## config.mk

```make
export PLATFORM = sky130hd
export DESIGN_NAME = pipe_stall_ctrl
export DESIGN_NICKNAME = d
export VERILOG_FILES = /design/src/rtl/pipe_stall_ctrl.sv
export SDC_FILE = /design/constraint.sdc
export NUM_CORES = 1
export LEC_CHECK = 0
export ABC_AREA = 1
export CORE_MARGIN = 2
export CORE_UTILIZATION = 46
export DETAILED_ROUTE_END_ITERATION = 8
export HOLD_SLACK_MARGIN = 0.02
export PLACE_DENSITY_LB_ADDON = 0.2
export SLEW_MARGIN = 20
export SYNTH_ARGS = -nofsm -noshare
export SYNTH_HDL_FRONTEND = slang
export SYNTH_SLANG_ARGS = --single-unit
```

## constraint.sdc

```tcl
create_clock -name clk -period 1.8 [get_ports clk]
set_input_delay 0.27 -clock clk [delete_from_list [all_inputs] [get_ports clk]]
set_output_delay 0.27 -clock clk [all_outputs]
set_load 0.01 [all_outputs]
```

## src/rtl/pipe_stall_ctrl.sv

```systemverilog
// Front-end stall/flush controller: owns PC, IF/ID and the control half of ID/EX,
// applies hazard-unit write enables, branch flush, stall counting and a stall watchdog.
module pipe_stall_ctrl #(
    parameter int                 PC_W      = 8,
    parameter int                 INSTR_W   = 16,
    parameter int                 CTRL_W    = 8,
    parameter int                 PC_INC    = 1,
    parameter logic [PC_W-1:0]    RESET_PC  = '0,
    parameter logic [INSTR_W-1:0] NOP       = '0,
    parameter int                 CNT_W     = 16,
    parameter int                 MAX_STALL = 2
) (
    input  logic               clk,
    input  logic               rst_n,
    input  logic               pc_write,
    input  logic               ifid_write,
    input  logic               st,
    input  logic               br_taken,
    input  logic [PC_W-1:0]    br_target,
    input  logic [INSTR_W-1:0] imem_instr,
    input  logic [CTRL_W-1:0]  id_ctrl,
    output logic [PC_W-1:0]    pc,
    output logic [PC_W-1:0]    ifid_pc,
    output logic [INSTR_W-1:0] ifid_instr,
    output logic               ifid_valid,
    output logic [CTRL_W-1:0]  ex_ctrl,
    output logic               ex_valid,
    output logic [CNT_W-1:0]   stall_cnt,
    output logic               stall_err
);
    localparam int RL_W = $clog2(MAX_STALL + 2);
    localparam logic [RL_W-1:0] RL_MAX = RL_W'(MAX_STALL + 1);

    logic [PC_W-1:0]    pc_reg, pc_next;
    logic [PC_W-1:0]    ifid_pc_reg, ifid_pc_next;
    logic [INSTR_W-1:0] ifid_instr_reg, ifid_instr_next;
    logic               ifid_valid_reg, ifid_valid_next;
    logic [CTRL_W-1:0]  ex_ctrl_reg, ex_ctrl_next;
    logic               ex_valid_reg, ex_valid_next;
    logic [CNT_W-1:0]   stall_cnt_reg, stall_cnt_next;
    logic [RL_W-1:0]    run_reg, run_next;
    logic               stall_err_reg, stall_err_next;
    logic               br_eff;

    // A branch seen during a stall is ignored; ID re-presents it once unstalled.
    assign br_eff = br_taken & ~st;

    always_comb begin
        pc_next         = pc_reg;
        ifid_pc_next    = ifid_pc_reg;
        ifid_instr_next = ifid_instr_reg;
        ifid_valid_next = ifid_valid_reg;
        ex_ctrl_next    = id_ctrl;
        ex_valid_next   = ifid_valid_reg;
        stall_cnt_next  = stall_cnt_reg;
        run_next        = '0;

        if (pc_write) begin
            if (br_eff) pc_next = br_target;
            else        pc_next = pc_reg + PC_W'(PC_INC);
        end

        if (ifid_write) begin
            ifid_pc_next = pc_reg;
            if (br_eff) begin
                ifid_instr_next = NOP;
                ifid_valid_next = 1'b0;
            end else begin
                ifid_instr_next = imem_instr;
                ifid_valid_next = 1'b1;
            end
        end

        if (st) begin
            ex_ctrl_next  = '0;
            ex_valid_next = 1'b0;
            if (stall_cnt_reg != {CNT_W{1'b1}}) stall_cnt_next = stall_cnt_reg + 1'b1;
            run_next = (run_reg == RL_MAX) ? RL_MAX : run_reg + 1'b1;
        end

        stall_err_next = stall_err_reg | (run_next == RL_MAX);
    end

    always_ff @(posedge clk or negedge rst_n) begin
        if (!rst_n) begin
            pc_reg         <= RESET_PC;
            ifid_pc_reg    <= '0;
            ifid_instr_reg <= NOP;
            ifid_valid_reg <= 1'b0;
            ex_ctrl_reg    <= '0;
            ex_valid_reg   <= 1'b0;
            stall_cnt_reg  <= '0;
            run_reg        <= '0;
            stall_err_reg  <= 1'b0;
        end else begin
            pc_reg         <= pc_next;
            ifid_pc_reg    <= ifid_pc_next;
            ifid_instr_reg <= ifid_instr_next;
            ifid_valid_reg <= ifid_valid_next;
            ex_ctrl_reg    <= ex_ctrl_next;
            ex_valid_reg   <= ex_valid_next;
            stall_cnt_reg  <= stall_cnt_next;
            run_reg        <= run_next;
            stall_err_reg  <= stall_err_next;
        end
    end

    assign pc         = pc_reg;
    assign ifid_pc    = ifid_pc_reg;
    assign ifid_instr = ifid_instr_reg;
    assign ifid_valid = ifid_valid_reg;
    assign ex_ctrl    = ex_ctrl_reg;
    assign ex_valid   = ex_valid_reg;
    assign stall_cnt  = stall_cnt_reg;
    assign stall_err  = stall_err_reg;
endmodule
```

==> flow_summary.toml <==
[detailed_routing]
vias_per_cell = 4.97
ant_nets = 0
routedWlPerCell_um = 13.1
drtIter0Drc = 97
vias = 2574
drt_wl_total_um = 6770
drc_errors = 0
drt-pass1-iter-count = 4

[critical_path]
crit_path_max_incr_delay_ns = 0.59
worstPathCellList = "clkdlybuf4s50_1"
cp.depth = 1
critPathTopFamily = "buffers and inverters"
cp_max_fo = 7
cp.required_ns = 1.53
start_kind = "register"
slowest_stage = "clkdlybuf4s50_1"
critPathCaptureType = "primary output"
worstSetupStartpoint = "pc[6]"
cp_num_buf_inv = 1
arrival_ns = 1.39
setup.worst_path.class = "reg2out"
reg2reg_depth = 9
r2r_start = "stall_cnt[0]"

[timing]
finalSetupViolations = 0
slew_viol_final = 0
setup_ws_ns = 0.138
worstMarginPinSlew_ns = 0.425
setup_tns_ns = 0
period_needed_ns = 1.66
period_share = 0.923
fmax_mhz = 602
hold_violations = 0
skew_ns = 0.00833
slew_headroom = 0.716
rsz0062_at_grt = "no"

[floorplan]
placementRows = 28
start_util = 0.481
die_area_um2 = 6880
pin_count = 97
fp.dieH_um = 82.9
core_um2 = 5960
die_w_um = 82.9

[clock_network]
htreeDepth = 3
clk_pin_slew_ns = 0.07
max-clock-path-buffers = 2
cts_root_buffer = "clkbuf_8"
cts.sinks = 61
cts_buffers = 9
cts_tree = "yes"
clk-insertion-delay-late_ns = 0.32

[synthesis]
syn_area_per_cell_um2 = 8.58
netlist.top_cell.by_area = "dfrtp_1"
syn_inst = 334
ys_ff_latch = 61
syn_area_um2 = 2870
syn_nets = 374
synth_seq_area_share = 0.533
synth.area.top_cells = "dfrtp_1 (53%), nand2_1 (7.7%), inv_1 (6.3%), nand3_1 (5.8%), o21ai_0 (5.2%)"
synth.top_cell.area_share = 0.533
yosysUniqueCellTypes = 29
ys_warn_count = 0

[cells_and_area]
n_antenna_cell = 0
final_nets = 479
drive_above_1_share = 0.104
fillers = 489
final_common_cell = "clkdlybuf4s50_1"
final_cell_mix = "clkdlybuf4s50_1 (95), dfrtp_1 (61), nand2_1 (59)"
syn_to_final_growth_pct = 45.5

[power]
vdd.ir_drop.worst_mv = 0.639
powerDensity_nw_per_um2 = 1000
p_leak_nw = 1.87

[place]
io_buffers = 96
dp_slack_ns = 0.111
gp_congestion = 0.878
hpwl_um = 5100

[grt]
grt_pass1_wl_um = 11900
grt_pass1_vias = 2560
antenna_found_initial = 0
overflow = 0
grt_usage = 0.213
grt_max_degree = 35

[flow_run]
maxCapViolations = 0

[run_status]
status = "finished, final reports clean"

[worst_hold_path]
hold_path.class = "in2async"
-- area by class of cell --
cell class,instances,area (um2),share of cell area
clock buffers,11,151,0.0363
clock inverters,4,47.5,0.0114
flip-flops and latches,61,1530,0.366
repair buffers,105,1060,0.255
multi-input cells,213,1100,0.264
well taps,75,93.8,0.0225
inverters,49,184,0.0441
-- power breakdown --
part	total [mW]	internal, mW	switching (mW)
Sequential	1.81	1.58	0.221
Combinational	1.16	0.636	0.526
Clock	1.20	0.702	0.502
-- worst paths after layout --
path                                      end  slack, ns
worst max-delay path                    pc[6]       0.14
worst min-delay path               ex_ctrl[0]       0.40
worst max register to register  stall_cnt[10]       0.17
worst min register to register     run_reg[0]       0.45
max in group asynchronous        stall_cnt[0]       0.86
min in group clk                   run_reg[0]       0.45
-- synthesized netlist by cell type (all sizes together) --
library cell and number:
a21oi 15, a22oi 1, buf 7, clkbuf 4
dfrtp 61, ha 2, inv 49, mux2 3
nand2 63, nand3 33, nand4 6, nor2 39
nor3 1, o21ai 39, o21bai 1, o22ai 1
or2 1, xnor2 5, xor2 3
-- cell families (layout without fill, tap and decap cells) --
logic type / Yosys count / in the layout / synth area share
xor+xnor: 8 / 8 / 0.0245
compound gates: 57 / 57 / 0.114
buf+inv: 60 / 169 / 0.0830
fa+ha+maj: 2 / 2 / 0.00873
simple gates: 143 / 143 / 0.226
mux: 3 / 3 / 0.0118
flops: 61 / 61 / 0.533
-- what timing repair did --
item	4_1_cts	5_1_grt
hold buffers	1	0
resized for setup	0	0
setup endpoints to repair	0	4
setup buffers	0	1
hold endpoints to repair	16	0
-- per-layer routing --
| layer | global-route usage | up-vias | wire [um] |
|---|---|---|---|
| met5 | 0 | - | 0 |
| met4 | 0.0984 | 0 | 150 |
| met3 | 0.0447 | 14 | 323 |
| met2 | 0.332 | 82 | 3090 |
| met1 | 0.285 | 1195 | 3210 |
| li1 | - | 1283 | - |
-- stage by stage --
| stage | instance area [um2] | instances | hold slack, ns | total power, mW | util |
|---|---|---|---|---|---|
| after floorplan | 2870 | 334 | -0.0256 | 2.32 | - |
| after global placement | 3940 | 501 | 0.229 | 2.96 | 0.661 |
| after detailed placement | 3940 | 501 | 0.225 | 2.99 | 0.661 |
| after CTS | 4150 | 517 | 0.401 | 4.21 | 0.696 |
| after global routing | 4170 | 518 | 0.425 | 4.43 | 0.700 |
| final | 4170 | 518 | 0.405 | 4.17 | 0.700 |
(Power assumes the default switching activity.)
